**src/rtl/edge_detect_multi.sv**
```systemverilog
// Multi-channel edge detector: per-channel synchroniser, mode-selected edge pulses,
// saturating event counters with sticky overflow flags.
module edge_detect_multi #(
  parameter int unsigned CH          = 4,
  parameter int unsigned SYNC_STAGES = 2,
  parameter int unsigned CNT_W       = 8
) (
  input  logic                  clk,
  input  logic                  rst,
  input  logic [CH-1:0]         din,
  input  logic [1:0]            mode,
  input  logic                  clr,
  output logic [CH-1:0]         pulse,
  output logic                  any_edge,
  output logic [CH*CNT_W-1:0]   cnt,
  output logic [CH-1:0]         ovf
);

  localparam int unsigned     PrimeCycles = SYNC_STAGES + 1;
  localparam int unsigned     PrimeW      = $clog2(PrimeCycles + 1);
  localparam logic [PrimeW-1:0] PrimeDone = PrimeW'(PrimeCycles);
  localparam logic [CNT_W-1:0]  CntMax    = '1;

  logic [SYNC_STAGES-1:0][CH-1:0] sync_q;
  logic [CH-1:0]                  prev_q;
  logic [CH-1:0]                  s;
  logic [CH-1:0]                  rise;
  logic [CH-1:0]                  fall;
  logic [CH-1:0]                  edge_sel;
  logic [CH-1:0]                  edge_hit;
  logic [PrimeW-1:0]              prime_q;
  logic                           primed;

  always_ff @(posedge clk) begin
    if (rst) begin
      sync_q <= '0;
      prev_q <= '0;
    end else begin
      sync_q <= {sync_q[SYNC_STAGES-2:0], din};
      prev_q <= s;
    end
  end

  assign s = sync_q[SYNC_STAGES-1];

  // Hold off detection until the chain and prev hold post-reset samples of din.
  always_ff @(posedge clk) begin
    if (rst) begin
      prime_q <= '0;
    end else if (!primed) begin
      prime_q <= prime_q + PrimeW'(1);
    end
  end

  assign primed = (prime_q == PrimeDone);
  assign rise   = s & ~prev_q;
  assign fall   = ~s & prev_q;

  always_comb begin
    edge_sel = '0;
    unique case (mode)
      2'b00:   edge_sel = '0;
      2'b01:   edge_sel = rise;
      2'b10:   edge_sel = fall;
      2'b11:   edge_sel = rise | fall;
      default: edge_sel = '0;
    endcase
  end

  assign edge_hit = primed ? edge_sel : '0;

  always_ff @(posedge clk) begin
    if (rst) begin
      pulse    <= '0;
      any_edge <= 1'b0;
    end else begin
      pulse    <= edge_hit;
      any_edge <= |edge_hit;
    end
  end

  for (genvar i = 0; i < CH; i++) begin : gen_ch
    logic [CNT_W-1:0] cnt_q;
    logic [CNT_W-1:0] cnt_d;
    logic             ovf_q;
    logic             ovf_d;

    // clr outranks a coincident event; the pulse itself is unaffected.
    always_comb begin
      cnt_d = cnt_q;
      ovf_d = ovf_q;
      if (clr) begin
        cnt_d = '0;
        ovf_d = 1'b0;
      end else if (edge_hit[i]) begin
        if (cnt_q == CntMax) begin
          ovf_d = 1'b1;
        end else begin
          cnt_d = cnt_q + CNT_W'(1);
        end
      end
    end

    always_ff @(posedge clk) begin
      if (rst) begin
        cnt_q <= '0;
        ovf_q <= 1'b0;
      end else begin
        cnt_q <= cnt_d;
        ovf_q <= ovf_d;
      end
    end

    assign cnt[i*CNT_W +: CNT_W] = cnt_q;
    assign ovf[i]                = ovf_q;
  end

endmodule

```
**config.mk**
```make
export PLATFORM = sky130hd
export DESIGN_NAME = edge_detect_multi
export DESIGN_NICKNAME = d
export VERILOG_FILES = /design/src/rtl/edge_detect_multi.sv
export SDC_FILE = /design/constraint.sdc
export NUM_CORES = 1
export LEC_CHECK = 0
export ABC_AREA = 1
export BUFFER_PORTS_ARGS = -buffer_cell sky130_fd_sc_hd__clkbuf_2
export CAP_MARGIN = 40
export CORE_AREA = 2 2 83 85
export DETAILED_ROUTE_END_ITERATION = 7
export DIE_AREA = 0 0 85 87
export GPL_TIMING_DRIVEN = 1
export HOLD_SLACK_MARGIN = 0.02
export PLACE_DENSITY = 0.72
export SLEW_MARGIN = 25
export SYNTH_ARGS = -nofsm -noshare
export SYNTH_HDL_FRONTEND = slang
export SYNTH_SLANG_ARGS = --single-unit
```
**constraint.sdc**
```tcl
create_clock -name clk -period 1.45 [get_ports clk]
set_clock_uncertainty 0.1 [all_clocks]
set_input_delay 0.145 -clock clk [delete_from_list [all_inputs] [get_ports clk]]
set_output_delay 0.145 -clock clk [all_outputs]
set_load 0.02 [all_outputs]
```
Word level (Yosys, flattened, before mapping)

Index checks and enable logic that the tools add are counted.

Register bits: 55
Output and inout port bits: 41
Input port bits: 9
Word-level logic and storage cells: 49

$add $sub $neg: 5
Bitwise logic cells: 9
Reductions and logical operators: 11
Mux-type cells: 2
Equality and inequality tests: 8

Operators by type and width:

| operator            | count |
|---|---|
| $add 8x1->8 const B | 4 |
| $eq 8x8->1 const B  | 4 |
| $pmux 4 s4          | 1 |
| $reduce_and 2->1    | 8 |
| $and 4x4->4         | 2 |
| $not 4->4           | 2 |
| $eq 2x2->1 const B  | 3 |
| $mux 4              | 1 |
| $not 1->1           | 4 |
| $or 4x4->4          | 1 |
| $reduce_or 4->1     | 1 |
| $add 2x1->2 const B | 1 |
| $eq 2x1->1 const B  | 1 |
| $logic_not 2->1     | 1 |
| $reduce_or 2->1     | 1 |

Logic depth before layout (Yosys ltp)

Gate-level depths: netlist (run 1).

Depth after elaboration: 6
Gate-level depth with buffers: 10
Gate-level depth less buffers: 10

Worst setup path before layout (run 1)

OpenSTA, ideal clock, no wires.

Kind: register to register
Start point: reg gen_ch[1].cnt_q[1]
End point: reg gen_ch[1].cnt_q[0]
Cell stages (with the launch flop): 9
Library setup time: 0.113 ns
Slack: -0.020 ns
Data arrival time: 1.257 ns
Required time: 1.237 ns
Buffers on the path: 0
Period minus slack after synthesis: 1.470 ns
Cell sequence: dfxtp_1 -> ha_1 -> nand2_1 -> nor2_2 -> nand2_2 -> nand3_4 -> nand2_1 -> nand2_1 -> nor2_1

Word-level cells in the longest chain between the ends: 3

RTL lines:

| item                       | RTL line | text |
|---|---|---|
| start, declared            | 83       | `logic [CNT_W-1:0] cnt_q;` |
| start signal, assigned     | 109      | `cnt_q <= cnt_d;` |
| $eq 8x8->1                 | 96       | `if (cnt_q == CntMax) begin` |
| $not 1->1 (no line)        | -        |  |
| $reduce_and 2->1 (no line) | -        |  |

Every way passes these cells.
A chain may end at the register's enable or synchronous reset.

Final worst setup path (run 1)

Start point: reg prev_q[1]
End point: reg gen_ch[1].ovf_q

Word-level cells in the longest chain between the ends: 6
Elaborated cells on any way between the ends: 7
Those cells by class: mux: 2; bitwise: 4; reduce/logical: 1

RTL lines:

| item                           | RTL line | text |
|---|---|---|
| start, declared                | 25       | `logic [CH-1:0] prev_q;` |
| start signal, assigned         | 40       | `prev_q <= s;` |
| $not 4->4                      | 56       | `assign rise = s & ~prev_q;` |
| $and 4x4->4                    | 56       |  |
| $or 4x4->4                     | 65       | `2'b11: edge_sel = rise \| fall;` |
| $pmux 4 s4 (*)                 | 61       | `unique case (mode)` |
| $mux 4 (*)                     | 70       | `assign edge_hit = primed ? edge_sel : '0;` |
| $reduce_and 2->1 (no line) (*) | -        |  |
| end signal, assigned           | 110      | `ovf_q <= ovf_d;` |
| end, declared                  | 85       | `logic ovf_q;` |

Every way passes the cells marked *; elsewhere a longest branch is shown, timed or not.

==> run_results.csv, run 1 <==
group,metric,value,unit
outcome,status,"finished with violations",
outcome,violations,"negative setup slack",
global_route,grt_max_degree,33,
routing,drtPass1Iterations,4,
placed_design,port_buffers,49,
clock_network,cts_tree,"done",
clock_network,cts_buffers,5,
layout,syn2layout_area_growth,33.3,%
setup_path,arrival,1.56,ns
layout,mostFrequentLayoutCells,"nor2_1, nand2_1, clkbuf_2",
hold_path,hold_path_class,"in2reg",
pwr,switchingPower,682,uW
layout,final_common_cell,"nor2_1",
sta,setup_viol_count_final,1,
yosys,postSynthAreaPerCell,6.95,um^2
sta,clock.fmax,685,MHz
placed_design,finalWeightedCongestion,0.785,
hold_path,hold_start,"clr",
pwr,peakVddDrop,0.453,mV
sta,fin_crit_sh,101,%
placed_design,placed_area,3230,um^2
global_route,antenna_found_initial,0,
clock_network,cts_root_buf,"clkbuf_8",
routing,vias,2638,
setup_path,crit_chain,"inv_2, ha_4, inv_2, nand3_2, nand3_4, nand2_8, nor2_1, o21a_1",
setup_path,r2r-end,"gen_ch[1].ovf_q",
routing,drc,0,
hold_path,min_path_cells,5,
placed_design,dp_hpwl,4180,um
setup_path,worst-path-max-fanout,7,
die,dieArea,7400,um^2
layout,design_area,3820,um^2
layout,nets,501,
pwr,p_leak,0.00170,uW
yosys,synth_cell_type_count,25,
setup_path,required,1.55,ns
run,cap_violations,0,
clock_network,clk_path_buf_depth,2,
setup_path,end_kind,"register",
yosys,ys_ff_latch,55,
yosys,syn_area,2860,um^2
setup_path,critPathBufInv,2,
pwr,p_comb_share,9.2,%
pwr,p_sw_share,23.7,%
routing,wl,6270,um
clock_network,clkSlewWorstSetupHoldPaths,0.10,ns
setup_path,worstSetupPathType,"reg2reg",
pwr,power.density,754,nW/um^2
die,boundaryPins,50,
die,die_height,87,um
hold_path,hold_path_end,"gen_ch[0].cnt_q[0]",
die,core,6570,um^2
setup_path,r2r-start,"prev_q[1]",
layout,layout-drive-gt1-share,37.1,%
die,rows,30,
setup_path,ff2ff_path_depth,8,
routing,drtAntennaViolNets,0,
pwr,intPower,2200,uW
routing,vias_per_cell,4.71,
sta,period_minus_slack,1.46,ns
setup_path,cp_slowest_cell,"dfxtp_2",
sta,slew_violations,0,
sta,hold_viol_final,0,
sta,setup_slack,-0.00891,ns
global_route,grt_pass1_wl,9760,um
pwr,p_total,2880,uW
setup_path,startpoint,"prev_q[1]",
global_route,grtUsageTotal,16.1,%
setup_path,regToRegSetupSlack,-0.009,ns
yosys,ys_warn_count,0,
clock_network,clk_latency,0.31,ns
clock_network,h-tree-depth,2,
sta,rsz0062_at_grt,"yes",
yosys,syn_nets,434,
pwr,seqPwrFrac,54.0,%
routing,drtIter0Drc,96,
global_route,grt_remaining_overflow,0,
yosys,synthCells,412,
pwr,power_frac_clock,36.8,%
routing,post_drt_wl_per_cell,11.2,um
setup_path,crit_top_cell,"inv_2",
global_route,grt_pass1_vias,2293,
yosys,ys_seq_area_share,38.5,%
setup_path,critical_path.top_delay_family,"simple AND/OR/NAND/NOR gates",
die,initial_core_util,43.6,%
sta,relSlewSlack,81.3,%
setup_path,startpoint_type,"register",
setup_path,slowest_delay,0.34,ns
layout,n_antenna_cell,0,
die,dieWidth,85,um
clock_network,cts.sinks,55,
sta,worst_slew_pin_slew,0.280,ns
==> area by class of cell <==
| cell class | count | area [um^2] |
|---|---|---|
| fill | 565 | 2750 |
| multi-input combinational | 282 | 1790 |
| sequential | 55 | 1120 |
| timing repair buffer | 72 | 440 |
| inverter | 63 | 244 |
| tap | 80 | 100 |
| clock buffer | 6 | 82.6 |
| clock inverter | 2 | 35.0 |
==> metal layers <==
layer | vias to the layer above | share of wire (%) | track usage, %
met4 | 0 | 1.3 | 5.92
met5 | - | 0 | 0
met1 | 1193 | 46 | 19.8
li1 | 1396 | - | -
met2 | 43 | 50 | 28.1
met3 | 6 | 3.0 | 3.13
==> timing repair <==
| item | 4_1_cts | 5_1_grt |
|---|---|---|
| endpoints found under the hold margin | 4 | 0 |
| gates resized for setup | 19 | 76 |
| pin swaps | 13 | 33 |
| endpoints found under the setup margin | 26 | 38 |
| buffers inserted | 4 | 3 |
| hold buffers | 4 | 0 |
| cloned | 0 | 1 |
==> metrics by stage <==
stage               utilization [%]  setup WS (ns)  hold slack, ns  instances  TNS [ns]
CTS                            53.1        0.00129           0.142        556         0
global route                   58.1        -0.0688           0.167        560    -0.620
global placement               49.2       -0.00918           0.241        540   -0.0252
floorplan                         -         0.0170           0.152        412         0
finish                         58.1       -0.00891           0.156        560  -0.00891
detailed placement             49.2        -0.0638           0.244        540    -0.488
==> cells in the mapped netlist <==
cell type  count  area (um^2)
o21bai_2       1         11.3
nor3_1         4         20.0
xor2_1         5         43.8
nand3b_1       1         7.51
nand2_4        3         33.8
nand3_1       26          130
buf_6          2         22.5
inv_1         58          218
o21a_1         4         30.0
nand3_4        4         70.1
o21bai_1       3         22.5
buf_2          3         15.0
nor2_1        93          349
dfxtp_1       55         1100
inv_2          5         18.8
nand4_1        7         43.8
a21oi_1       12         60.1
nand2_1       88          330
o21ai_0        4         20.0
buf_4          6         45.0
nand3_2        5         50.1
clkbuf_1       2         7.51
nor2_2         4         25.0
nand2_2        4         25.0
ha_1          13          163
==> worst max-delay path by stage <==
stage | endpoint | slack [ns] | cells after the start
after floorplan | gen_ch[3].cnt_q[3] | 0.02 | 7
after global placement | gen_ch[2].cnt_q[5] | -0.009 | 10
after detailed placement | gen_ch[2].cnt_q[5] | -0.06 | 10
after CTS | gen_ch[2].cnt_q[7] | 0.001 | 9
after global routing | gen_ch[1].cnt_q[7] | -0.07 | 9
final | gen_ch[1].ovf_q | -0.009 | 8
==> worst min-delay path, stage by stage <==
cell	delay, ns
clkbuf_2	0.09
nor2_2	0.05
buf_12	0.16
nand2_1	0.07
nor2_1	0.03
==> power groups by stage <==
stage,Combinational [uW],Sequential [uW],Clock (uW)
final,264,1560,1060
after global routing,293,1560,1140
after CTS,224,1550,1090
after detailed placement,201,1590,0
after global placement,197,1590,0
after floorplan,147,1590,0
==> cell families (layout without fill, tap and decap cells) <==
group,Yosys count,in the layout,synth area share [%]
AOI/OAI and AO/OA,24,24,5.03
xor gates and xnor gates,5,5,1.53
adders and majority gates,13,13,5.68
buffers and inverters,76,143,11.4
DFF,55,55,38.5
and+or+nand+nor,239,240,37.9
==> registers in the layout, summed over array words and instances, names as in the netlist <==
register / flops
prev_q: 4
prime_q: 2
pulse: 4
gen_ch.ovf_q: 4
s: 4
gen_ch.cnt_q: 32
any_edge: 1
sync_q: 4
Note: power is estimated with default switching activity, not from simulation.
==> run 2, diff against run 1 <==
Settings changed: PLACE_DENSITY 0.72 to 0.68.
==> run 2 against run 1 <==
- the flow still finishes with violations (negative setup slack)
- register-to-register slack barely moved
- sequential power barely moved
- worst setup slack better by 0.0043 ns
- clock-buffer cell count stayed put
- first-iteration DRC count up 47%
- combinational power grew 6%
- clock power is 20% lower
==> run_results.csv, run 2 (same netlist as run 1, synthesis figures left out) <==
group,metric,value,unit
die,initial_core_util,43.6,%
setup_path,r2r-end,"any_edge",
setup_path,cp-endpoint,"any_edge",
outcome,status,"finished with violations",
routing,drc,0,
global_route,grtUsageTotal,17.1,%
layout,final-instance-count-excl-fill,562,
pwr,peakVddDrop,0.494,mV
die,rows,30,
clock_network,h-tree-depth,2,
run,cap_violations,0,
layout,nets,503,
layout,largest_reg_flops,32,
routing,drtPass1Iterations,5,
sta,rsz0062_at_grt,"yes",
layout,n_antenna_cell,0,
setup_path,regToRegSetupSlack,-0.005,ns
routing,vias,2685,
layout,design_area,3830,um^2
setup_path,critical_path.top_delay_family,"simple AND/OR/NAND/NOR gates",
setup_path,ff2ff_path_depth,9,
sta,setup_viol_count_final,2,
routing,drtAntennaViolNets,0,
placed_design,dp_worst_setup_slack,-0.0768,ns
sta,setup_slack,-0.00463,ns
global_route,grt_remaining_overflow,0,
setup_path,worst-path-max-fanout,7,
sta,clock.fmax,687,MHz
layout,syn2layout_area_growth,33.7,%
layout,finalCoreUtilization,58.3,%
die,dieArea,7400,um^2
global_route,antenna_found_initial,0,
layout,mostFrequentLayoutCells,"nand2_1, nor2_1, inv_1, clkbuf_2, dfxtp_1",
sta,worst_slew_pin_slew,0.299,ns
global_route,grt_pass1_wl,10400,um
setup_path,crit_chain,"inv_2, ha_4, inv_2, nand3_2, nand3_4, nand2_8, nand3_2, nor2_2, nor2_1",
setup_path,slowest_delay,0.35,ns
setup_path,cp_slowest_cell,"dfxtp_2",
routing,post_drt_wl_per_cell,11.8,um
clock_network,cts_buffers,5,
sta,fin_crit_sh,100,%
setup_path,r2r-start,"prev_q[2]",
setup_path,critPathBufInv,2,
setup_path,startpoint,"prev_q[2]",
clock_network,cts_tree,"done",
placed_design,port_buffers,49,
pwr,power.density,701,nW/um^2
sta,slew_violations,0,
global_route,grt_pass1_vias,2391,
sta,relSlewSlack,80.0,%
setup_path,startpoint_type,"register",
clock_network,clk_path_buf_depth,2,
setup_path,end_kind,"register",
routing,drtIter0Drc,141,
placed_design,finalWeightedCongestion,0.867,
setup_path,path_depth,9,
routing,wl,6640,um
placed_design,placed_area,3260,um^2
clock_network,clkSlewWorstSetupHoldPaths,0.10,ns
pwr,p_leak,0.00170,uW
placed_design,dp_hpwl,4410,um
die,die_height,87,um
setup_path,arrival,1.55,ns
sta,period_minus_slack,1.45,ns
clock_network,cts_root_buf,"clkbuf_8",
clock_network,clk_latency,0.31,ns
outcome,violations,"negative setup slack",
global_route,grt_max_degree,25,
routing,vias_per_cell,4.78,
layout,regMostFlops,"gen_ch.cnt_q",
setup_path,worstSetupPathType,"reg2reg",
layout,final_common_cell,"nand2_1",
layout,layout-drive-gt1-share,38.6,%
die,dieWidth,85,um
setup_path,required,1.55,ns
sta,hold_viol_final,0,
clock_network,cts.sinks,55,
die,core,6570,um^2
hold_path,hold_path_class,"in2reg",
placed_design,placed_cells,542,
die,boundaryPins,50,
run 2: metal layers:
layer	GRT usage [%]	routed length [um]	vias up
met1	21.0	3110	1227
li1	-	-	1404
met4	6.06	80	0
met5	0	0	-
met3	4.36	253	7
met2	29.0	3200	47
run 2: stage by stage:
step                      total power [uW]  TNS [ns]  hold WS [ns]
final                                 2680  -0.00559         0.156
after floorplan                       1740         0         0.152
after detailed placement              1800    -0.599         0.250
after global placement                1790    -0.136         0.245
after CTS                             2680   -0.0236         0.150
after global routing                  2810     -1.58         0.156
run 2: where the power goes:
part | total, uW | switching, uW | internal [uW]
Combinational | 279 | 169 | 111
Clock | 845 | 506 | 339
Sequential | 1560 | 17.8 | 1540
run 2: repair_timing:
action,4_1_cts,5_1_grt
buffers inserted,1,6
setup endpoints to repair,30,37
endpoints found under the hold margin,4,0
gates resized for setup,29,70
hold buffers,4,0
gates cloned,0,1
pin swaps,14,29
run 2: cell type report:
type / count / area [um^2]
fillers: 601 / 2740
multi-input cells: 282 / 1800
flip-flops and latches: 55 / 1120
repair buffers: 74 / 480
inverters: 63 / 246
well taps: 80 / 100
clock buffers: 6 / 72.6
clock inverters: 2 / 12.5
run 2: worst reg2reg max path: stages (launching register included):
cell	delay (ns)
dfxtp_2	0.35
inv_2	0.04
ha_4	0.25
inv_2	0.03
nand3_2	0.07
nand3_4	0.15
nand2_8	0.13
nand3_2	0.08
nor2_2	0.09
nor2_1	0.05
run 2: how the worst min path moves through the flow:
stage | end | startpoint | cells past startpoint
after floorplan | sync_q[0] | din[0] | 2
after global placement | sync_q[0] | din[0] | 3
after detailed placement | sync_q[0] | din[0] | 3
after CTS | gen_ch[0].cnt_q[0] | clr | 5
after global routing | gen_ch[3].cnt_q[7] | clr | 5
final | gen_ch[2].cnt_q[0] | clr | 5
==> run 3, diff against run 2 <==
Settings changed: CORE_AREA 2 2 83 85 to 2 2 101 103, DIE_AREA 0 0 85 87 to 0 0 103 105, PLACE_DENSITY 0.68 to not set.
==> run 3 against run 2 <==
- worst setup slack worse by 0.0046 ns
- combinational power decreased by 1%
- utilization down 18 points
- hold slack gained 0.0095 ns
- critical path depth unchanged
- final cell count increased by 9.6%
- highest routed layer unchanged
- total power up 0.35%
- sequential share of layout area is 0.58 points lower
- the run still ends with negative setup slack left
- clock power up 1%
==> run_results.csv, run 3 (same netlist as run 1, synthesis figures left out) <==
group,metric,value,unit
outcome,status,"finished with violations",
outcome,violations,"negative setup slack",
die,boundaryPins,50,
run,cap_violations,0,
die,initial_core_util,29.7,%
placed_design,finalWeightedCongestion,0.817,
setup_path,required,1.55,ns
layout,largest_reg_flops,32,
pwr,peakVddDrop,0.336,mV
routing,drc,0,
die,dieWidth,103,um
hold_path,hold_path_class,"in2reg",
clock_network,clk_path_buf_depth,2,
placed_design,placed_cells,597,
layout,final_common_cell,"nor2_1",
global_route,grtUsageTotal,11.9,%
layout,mostFrequentLayoutCells,"nor2_1, nand2_1, inv_1, clkbuf_2, dfxtp_1",
sta,period_minus_slack,1.46,ns
setup_path,worstSetupPathType,"reg2reg",
sta,setup_viol_count_final,1,
routing,wl,6830,um
routing,drtAntennaViolNets,0,
setup_path,slowest_delay,0.34,ns
layout,regMostFlops,"gen_ch.cnt_q",
setup_path,regToRegSetupSlack,-0.009,ns
sta,worst_slew_pin_slew,0.291,ns
setup_path,arrival,1.56,ns
setup_path,end_kind,"register",
die,core,9640,um^2
layout,nets,505,
setup_path,worst-path-max-fanout,7,
clock_network,cts.sinks,55,
pwr,p_total,2690,uW
sta,hold_viol_final,0,
sta,slew_violations,0,
layout,n_antenna_cell,0,
sta,rsz0062_at_grt,"yes",
placed_design,dp_hpwl,4690,um
clock_network,cts_tree,"done",
clock_network,cts_buffers,5,
die,dieArea,10800,um^2
sta,clock.fmax,685,MHz
routing,vias_per_cell,4.36,
routing,post_drt_wl_per_cell,11.1,um
clock_network,clkSlewWorstSetupHoldPaths,0.09,ns
sta,setup_slack,-0.00926,ns
global_route,grt_remaining_overflow,0,
layout,design_area,3930,um^2
die,rows,36,
placed_design,placed_area,3320,um^2
die,die_height,105,um
routing,drtPass1Iterations,4,
clock_network,h-tree-depth,2,
pwr,power.density,686,nW/um^2
routing,drtIter0Drc,59,
global_route,grt_pass1_vias,2358,
layout,final-instance-count-excl-fill,616,
setup_path,cp_slowest_cell,"dfxtp_2",
setup_path,crit_chain,"inv_2, ha_4, inv_2, nand3_2, nand3_4, nand2_8, nand3_2, nor2_1, nor2_1",
sta,relSlewSlack,80.6,%
global_route,antenna_found_initial,0,
placed_design,port_buffers,49,
clock_network,clk_latency,0.31,ns
global_route,grt_pass1_wl,10400,um
pwr,p_leak,0.00169,uW
placed_design,dp_worst_setup_slack,-0.103,ns
clock_network,cts_root_buf,"clkbuf_8",
setup_path,startpoint_type,"register",
sta,fin_crit_sh,101,%
sta,fin_tns_setup,-0.00926,ns
global_route,grt_max_degree,23,
layout,layout-drive-gt1-share,38.1,%
layout,syn2layout_area_growth,37.2,%
routing,vias,2687,
run 3: per-layer routing:
layer  up-vias  wire (um)  GRT usage [%]  part of all wire, %
met5         -          0              0                    0
met4         0         82           3.95                  1.2
met3         8        246           2.54                  3.6
met2        34       3450           19.8                   50
met1      1245       3050           15.1                   45
li1       1400          -              -                    -
run 3: worst paths after layout:
path,startpoint,end,cells after the start
min reg2reg,sync_q[1],s[1],2
max reg2reg,prev_q[1],any_edge,9
max,prev_q[1],any_edge,9
min,clr,gen_ch[3].cnt_q[1],5
run 3: stage by stage:
step                      util (%)  hold WS [ns]
after floorplan                  -         0.152
after global routing          40.7         0.175
after CTS                     36.8         0.153
final                         40.7         0.165
after global placement        34.4         0.247
after detailed placement      34.4         0.248
run 3: critical path, delay by kind of cell (launching register included):
family        cells  cell delay [ns]
flops             1             0.34
fa+ha+maj         1             0.25
buf+inv           2             0.07
simple gates      6             0.58
run 3: cell type report:
cell class,count,area (um^2)
flip-flops and latches,55,1130
well taps,133,166
fillers,1006,5710
multi-input cells,282,1840
inverters,63,246
repair buffers,76,462
clock inverters,1,5.00
clock buffers,6,82.6
run 3: repair_timing:
item | 4_1_cts | 5_1_grt
endpoints found under the hold margin | 4 | 0
setup buffers | 1 | 6
pin swaps | 10 | 38
gates resized for setup | 24 | 80
setup endpoints to repair | 24 | 39
cloned | 0 | 1
hold buffers | 4 | 0
run 3: power by group:
group	internal (uW)	switching, uW	total, uW
Sequential	1540	24.3	1560
Clock	376	480	856
Combinational	106	169	275
